### src/rtl/serial_add_ctrl.sv
// serial_add_ctrl: bit-serial adder, one full-adder cell stepped LSB first over WIDTH bits
// with a registered carry and a start/busy/done handshake.
module serial_add_ctrl #(
    parameter int WIDTH = 8
) (
    input  logic             clk,
    input  logic             rst,
    input  logic             start,
    input  logic [WIDTH-1:0] a,
    input  logic [WIDTH-1:0] b,
    input  logic             cin,
    output logic             busy,
    output logic             done,
    output logic [WIDTH-1:0] sum,
    output logic             carry
);
    localparam int CW = $clog2(WIDTH);
    typedef enum logic [1:0] {IDLE, RUN, DONE} state_t;
    state_t         state;
    logic [CW-1:0]  cnt;
    logic [WIDTH-1:0] a_sr, b_sr, r_sr, r_nx;
    logic           c, s, c_nx;
    always_comb begin
        s    = a_sr[0] ^ b_sr[0] ^ c;
        c_nx = (a_sr[0] & b_sr[0]) | ((a_sr[0] ^ b_sr[0]) & c);
        r_nx = {s, r_sr[WIDTH-1:1]};
    end
    always_ff @(posedge clk or posedge rst) begin
        if (rst) begin
            state <= IDLE;
            cnt   <= '0;
            a_sr  <= '0;
            b_sr  <= '0;
            r_sr  <= '0;
            c     <= 1'b0;
            busy  <= 1'b0;
            done  <= 1'b0;
            sum   <= '0;
            carry <= 1'b0;
        end else begin
            done <= 1'b0;
            if ((state == IDLE || state == DONE) && start) begin
                a_sr  <= a;
                b_sr  <= b;
                c     <= cin;
                cnt   <= '0;
                busy  <= 1'b1;
                state <= RUN;
            end else if (state == DONE) begin
                state <= IDLE;
            end else if (state == RUN) begin
                a_sr <= a_sr >> 1;
                b_sr <= b_sr >> 1;
                c    <= c_nx;
                r_sr <= r_nx;
                cnt  <= cnt + 1'b1;
                // last bit: publish the assembled result together with the final carry
                if (cnt == CW'(WIDTH - 1)) begin
                    sum   <= r_nx;
                    carry <= c_nx;
                    busy  <= 1'b0;
                    done  <= 1'b1;
                    state <= DONE;
                end
            end
        end
    end
endmodule

### config.mk
export PLATFORM = sky130hd
export DESIGN_NAME = serial_add_ctrl
export DESIGN_NICKNAME = d
export VERILOG_FILES = /design/src/rtl/serial_add_ctrl.sv
export SDC_FILE = /design/constraint.sdc
export NUM_CORES = 1
export LEC_CHECK = 0
export CAP_MARGIN = 10
export CORE_MARGIN = 8
export CORE_UTILIZATION = 51
export DETAILED_ROUTE_END_ITERATION = 8
export PLACE_DENSITY_LB_ADDON = 0.2
export SLEW_MARGIN = 15
export SYNTH_ARGS = -nofsm -noshare
export SYNTH_HDL_FRONTEND = slang
export SYNTH_SLANG_ARGS = --single-unit
### constraint.sdc
create_clock -name clk -period 1.8 [get_ports clk]
set_input_delay 0.45 -clock clk [delete_from_list [all_inputs] [get_ports clk]]
set_output_delay 0.45 -clock clk [all_outputs]
set_load 0.02 [all_outputs]
* Word-level counts from Yosys, hierarchy flattened
Cells that the tools add are included.
W data, S select, Z words.
** Storage, ports and cells
- Flip-flop bits (word level) :: 41
- Input bits :: 20
- Output and inout port bits :: 11
- Word-level logic and storage cells :: 58
** Operators by class
- Add/sub/neg operators :: 1
- Equality and inequality tests :: 4
- Muxes and demuxes :: 24
- Bitwise gates (word level) :: 7
- Reduce and logical (&&, ||, !) cells :: 12
** Operators by type and width (count)
- $mux W8 :: 6
- $mux W1 :: 11
- $mux W3 :: 3
- $mux W2 :: 4
- $reduce_and A3 Y1 :: 2
- $reduce_bool A3 Y1 :: 2
- $reduce_and A2 Y1 :: 2
- $reduce_and A4 Y1 :: 1
- $reduce_bool A2 Y1 :: 2
- $add A3 B1 Y3 const B :: 1
- $eq A3 B3 Y1 const B :: 1
- $and A1 B1 Y1 :: 2
- $eq A2 B1 Y1 const B :: 1
- $eq A2 B2 Y1 const B :: 1
- $logic_not A2 Y1 :: 1
- $ne A2 B1 Y1 const B :: 1
- $not A1 Y1 :: 2
- $xor A1 B1 Y1 :: 2
- $logic_and A1 B1 Y1 :: 1
- $logic_or A1 B1 Y1 :: 1
- $or A1 B1 Y1 :: 1

* Longest topological paths before layout
Gate-level depths: netlist (run 1).
- Depth in word-level cells :: 6
- Mapped depth :: 6
- Mapped depth without buffers :: 5

* Least setup slack after synthesis (run 1)
Ideal clock, no wire load.
- Path kind :: register to register
- Start :: register cnt[0]
- End :: register carry
- Library setup time :: 0.125 ns
- Arrival :: 1.241 ns
- Required time :: 1.675 ns
- Slack :: 0.435 ns
- Stages on the path, launching flop included :: 5
- Buffers on the path :: 0
- Clock period less this slack :: 1.365 ns
- Cell sequence :: dfrtp_1 > ha_1 > ha_1 > nand2_4 > mux2_2
** Between the ends
- Word-level cells in the longest chain between the ends :: 2
** RTL lines
- start: declaration :: line 20 : logic [CW-1:0] cnt;
- start signal: assignment :: line 56 : cnt <= cnt + 1'b1;
- $eq A3 B3 Y1 :: line 58 : if (cnt == CW'(WIDTH - 1)) begin
- $reduce_and A4 Y1 (no line)
- end signal: assignment :: line 60 : carry <= c_nx;
- end: declaration :: line 15 : output logic carry
No other way between the ends.
A chain may end at the register's enable or synchronous reset.

* Worst setup path in the final report (run 1)
- Start :: register sum[4]
- End :: output port sum[4]
** RTL lines
- start: declaration :: line 14 : output logic [WIDTH-1:0] sum,
- start signal: assignment :: line 59 : sum <= r_nx;
No word-level cell between the ends.

==> reports/metrics.cfg, run 1 <==
[outcome]
status = completed

[sta]
tightest_slew_ns = 0.832
min_period_over_period = 0.975
finalSetupViolCount = 0
slew_viol_final = 0
max_slew_margin = 0.445
fmax_mhz = 570
setup_tns_ns = 0
skew_ns = 0.00794
hold_violations = 0
fin_ws_ns = 0.0445
finalCriticalPeriod_ns = 1.76
rsz0062_at_grt = false

[final_layout]
fillers = 272
final_nets = 202
drive_gt1_frac = 0.144
synthToLayoutAreaGrowth_pct = 24.8
antenna_cells = 0
fin_area_um2 = 2100
multi_input_area_um2 = 552
seqCellArea_um2 = 1000

[placed_design]
numPortBuffers = 30
place_area_um2 = 2020
pre_cts_ws_ns = 0.0608
dp_hpwl_um = 2200
gp_congestion = 0.780

[floorplanning]
dieWidth_um = 73.4
core_area_um2 = 3260
rows = 21
die_area_um2 = 5390
start_util = 0.516
die_h_um = 73.4
io_pins = 31

[yosys]
synthArstFlopShare = 1.00
yosys.area.top_type_share = 0.595
syn_inst = 146
syn_area_um2 = 1680
synth_area_per_cell_um2 = 11.5
ys_ff_latch = 40
synth_commonest_cells = dfrtp_1, nand2_1, inv_1
synth-seq-area-share = 0.595
synth_top_area_cell = dfrtp_1
yosysUniqueCellTypes = 21
yosys_most_used_dff = dfrtp_1
synth_nets = 169
ys_top_cells_by_area = dfrtp_1, mux2_2, o22ai_1
synth-edff-count = 0
yosysMostFrequentCell = dfrtp_1
synth_warnings = 0

[worst_setup_path]
crit_buf_inv = 1
critPathMaxFanout = 2
critPathTopFamily = buffers and inverters
cp.arrival_ns = 1.31
critical_path_required_ns = 1.35
start_kind = flop
crit_path_max_incr_delay_ns = 0.60
end_kind = output port
crit_chain = clkdlybuf4s50_1
crit_type = flop to output port
critPathSlowestCell = clkdlybuf4s50_1

[cts]
clock_path_buffers = 2
worstSkewPairLatency_ns = 0.34
cts-root-buf = clkbuf_4
post-cts-setup-buffers = 0
clkTransAtPathRegs_ns = 0.11
cts_max_level = 2
cts_tree = built
cts_sinks = 40
cts_buffers = 5

[worst_hold_path]
min-delay-path-class = input port to async pin

[pwr]
leakagePower_uw = 0.00111
power_per_cell_area_nw_per_um2 = 1770
finalPower_uw = 3720
peakVddDrop_uv = 1160

[global_route]
antenna_found_initial = 0
grt_start_max_net_pins = 41
grt_pass1_wl_um = 5300
grt_pass1_vias = 1138
grt_overflow = 0
grt_usage = 0.127

[detailed_routing]
wirelength_um = 3160
viasPerCell = 5.03
ant_nets = 0
wire_per_inst_um = 14.0
drt_iter0_drc = 72
vias = 1136
firstDrtPassIters = 4
drc = 0

[run]
cap_violations = 0

[routing by layer]
metal  track usage  vias to the layer above  part of all wire  wire length, um
li1              -                      560                 -                -
met2         0.195                       20              0.46             1470
met5             0                        -                 0                0
met1         0.157                      550              0.47             1490
met4        0.0532                        0             0.015               46
met3        0.0477                        6             0.049              156
[worst paths after layout]
path | from | to | slack (ns) | depth (start not counted)
max in group asynchronous | rst | a_sr[4] | 1.16 | 3
hold reg to reg | r_sr[1] | r_sr[1] | 0.49 | 2
min in group clk | r_sr[1] | r_sr[1] | 0.49 | 2
hold / removal | rst | sum[3] | 0.45 | 3
setup / recovery | sum[4] | sum[4] | 0.04 | 1
setup reg to reg | state[1] | b_sr[4] | 0.18 | 3
[state kept, by name, summed over array words and instances (netlist names)]
| signal | flops |
|---|---|
| cnt | 3 |
| done | 1 |
| carry | 1 |
| c | 1 |
| busy | 1 |
| b_sr | 8 |
| r_sr | 7 |
| a_sr | 8 |
| state | 2 |
| sum | 8 |
[cell families (layout without fill, tap and decap cells)]
| logic type | count (synthesis) | after routing | synth area share |
|---|---|---|---|
| flip-flops | 40 | 40 | 0.595 |
| AO/OA/AOI/OAI | 39 | 39 | 0.142 |
| AND/OR/NAND/NOR | 28 | 28 | 0.0789 |
| buffers and inverters | 24 | 58 | 0.0766 |
| multiplexers | 12 | 12 | 0.0804 |
| adder cells (fa/ha/maj) | 3 | 3 | 0.0268 |
[per-stage QoR]
| stage | hold WS (ns) | std cells | util |
|---|---|---|---|
| after floorplan | 0.442 | 146 | - |
| after global placement | 0.456 | 218 | 0.621 |
| after detailed placement | 0.464 | 218 | 0.621 |
| after CTS | 0.446 | 226 | 0.639 |
| after global routing | 0.454 | 226 | 0.644 |
| final | 0.450 | 226 | 0.644 |
[final cells by class]
class / instances / area share
clock buffers: 6 / 0.0244
clock inverters: 2 / 0.00477
flip-flops and latches: 40 / 0.477
multi-input cells: 82 / 0.263
inverters: 17 / 0.0304
repair buffers: 33 / 0.173
well taps: 46 / 0.0274
[report_power, final]
group          switching, uW  internal, uW
registers                271          1310
logic                    844           823
clock network            282           186
total                   1400          2320
[cells in the final DEF, fill, tap and decap left out]
master / count
nand2b_1: 2
clkbuf_8: 1
inv_1: 17
a21o_1: 2
dlygate4sd2_1: 2
nor2_1: 1
buf_4: 1
clkdlybuf4s50_1: 21
nor2b_4: 1
fa_1: 1
nor2_2: 1
buf_12: 2
clkinv_2: 2
nand2_4: 1
mux2_2: 12
o21ai_0: 1
o21a_1: 1
nor2b_1: 1
ha_1: 2
a22o_1: 5
dlymetal6s2s_1: 7
dfrtp_1: 40
a21oi_1: 16
nand2_1: 21
o22ai_1: 14
clkbuf_4: 5
[repair_timing]
item                                   in CTS  in global routing
resized for setup                           2                  7
hold buffers                                0                  0
setup endpoints to repair                   2                  7
endpoints found under the hold margin       0                  0
(Power assumes the default switching activity.)
==> inputs of run 2 (changes only) <==
--- a/config.mk
+++ b/config.mk
@@ -7,9 +7,11 @@
 export LEC_CHECK = 0
 export CAP_MARGIN = 10
 export CORE_MARGIN = 8
-export CORE_UTILIZATION = 51
+export CORE_UTILIZATION = 38
 export DETAILED_ROUTE_END_ITERATION = 8
+export GPL_ROUTABILITY_DRIVEN = 0
 export PLACE_DENSITY_LB_ADDON = 0.2
+export SKIP_LAST_GASP = 1
 export SLEW_MARGIN = 15
 export SYNTH_ARGS = -nofsm -noshare
 export SYNTH_HDL_FRONTEND = slang
==> reports/metrics.cfg, run 2 (synthesized netlist as in run 1, its figures left out) <==
[pwr]
p_sw_uw = 1430
peakVddDrop_uv = 1000
pwr-share-clk = 0.178
sw_frac_of_total = 0.357
leakagePower_uw = 0.00103
p_comb_frac = 0.424
finalPower_uw = 4000
p_seq_frac = 0.398
p_int_uw = 2580
power_per_cell_area_nw_per_um2 = 1870

[global_route]
grt_usage = 0.104
grt_pass1_wl_um = 5460
antenna_found_initial = 0
grt_pass1_vias = 1153
grt_start_max_net_pins = 41
grt_overflow = 0

[detailed_routing]
wire_per_inst_um = 13.8
viasPerCell = 4.80
drt_iter0_drc = 74
vias = 1123
wirelength_um = 3230
ant_nets = 0
drc = 0
firstDrtPassIters = 4

[sta]
fmax_mhz = 578
finalCriticalPeriod_ns = 1.73
tightest_slew_ns = 0.605
rsz0062_at_grt = false
min_period_over_period = 0.961
slew_viol_final = 0
finalSetupViolCount = 0
hold_violations = 0
setup_tns_ns = 0
skew_ns = 0.00490
max_slew_margin = 0.597
hold_slack_ns = 0.476

[floorplanning]
rows = 24
io_pins = 31
dieWidth_um = 82.5
start_util = 0.389
die_area_um2 = 6810
die_h_um = 82.5
core_area_um2 = 4320

[worst_setup_path]
critical_path_required_ns = 1.35
crit_buf_inv = 1
crit_chain = clkdlybuf4s50_1
r2r_slack_ns = 0.32
crit_path_max_incr_delay_ns = 0.62
start_kind = flop
critPathTopFamily = buffers and inverters
crit_type = flop to output port
end_kind = output port
critPathSlowestCell = clkdlybuf4s50_1
cp.arrival_ns = 1.28
critPathMaxFanout = 3

[placed_design]
dp_hpwl_um = 2260
dpl.cell_count = 226
numPortBuffers = 30

[final_layout]
layout_commonest_cell = dfrtp_1
antenna_cells = 0
synthToLayoutAreaGrowth_pct = 27.5
final_cell_mix = dfrtp_1, clkdlybuf4s50_1, nand2_1, inv_1, a21oi_1
final_nets = 204
drive_gt1_frac = 0.154
largest_registers = a_sr: 8 flops, b_sr: 8 flops, sum: 8 flops
final_cells = 234

[cts]
cts_sinks = 40
clkTransAtPathRegs_ns = 0.08
cts_tree = built
cts_resized = 0
cts-hold-fix-buffers = 0
post-cts-setup-buffers = 0
cts_max_level = 2
clock_path_buffers = 2
cts_buffers = 5
worstSkewPairLatency_ns = 0.29
cts-root-buf = clkbuf_8

[run]
cap_violations = 0

[outcome]
status = completed

[worst_hold_path]
min-delay-path-class = flop to flop

run 2: cell types whose count changed in the layout (fill, tap and decap cells not counted), sizes merged:
cell,change
clkinv,-1
dlygate4sd2,-2
dlymetal6s2s,-7
clkdlybuf4s50,+9
clkinvlp,+1
bufinv,+1
buf,+2
clkbuf,-1
run 2: cell type report:
type / count / area (um2)
Fill cell: 410 / 2180
Sequential cell: 40 / 1000
Multi-Input combinational cell: 82 / 552
Timing Repair Buffer: 35 / 350
Clock buffer: 5 / 68.8
Tap cell: 52 / 65.1
Inverter: 17 / 63.8
Clock inverter: 3 / 42.5
run 2: per-stage QoR:
step,utilization,cell area [um2],setup slack (ns)
6_report,0.496,2140,0.0706
5_1_grt,0.496,2140,0.0144
4_1_cts,0.496,2140,0.0573
3_5_place_dp,0.470,2030,0.0414
3_3_place_gp,0.470,2030,0.0720
2_1_floorplan,-,1680,0.432
run 2: power groups by stage:
stage          registers (uW)  clock network [uW]  logic, uW
4_1_cts                  1600                 741       1720
2_1_floorplan            1650                   0       1200
3_3_place_gp             1590                   0       1660
3_5_place_dp             1610                   0       1710
5_1_grt                  1660                 768       1880
6_report                 1590                 713       1700
run 2: path summary, 6_finish.rpt:
kind	endpoint	cells past startpoint	start
setup / recovery	busy	1	busy
hold / removal	r_sr[1]	2	r_sr[1]
setup reg to reg	r_sr[4]	4	state[1]
hold reg to reg	r_sr[1]	2	r_sr[1]
max in group asynchronous	a_sr[3]	3	rst
min in group asynchronous	r_sr[3]	3	rst
run 2: layer usage:
layer | wire (um) | global-route usage
met1 | 1500 | 0.131
met2 | 1510 | 0.157
met3 | 172 | 0.0368
met4 | 48 | 0.0466
met5 | 0 | 0
==> inputs of run 3 (changes only) <==
--- a/config.mk
+++ b/config.mk
@@ -8,6 +8,7 @@
 export CAP_MARGIN = 10
 export CORE_MARGIN = 8
 export CORE_UTILIZATION = 38
+export CTS_CLUSTER_SIZE = 16
 export DETAILED_ROUTE_END_ITERATION = 8
 export GPL_ROUTABILITY_DRIVEN = 0
 export PLACE_DENSITY_LB_ADDON = 0.2
==> results of run 3 <==
Final layout, timing and power as in run 2 (identical DEF).
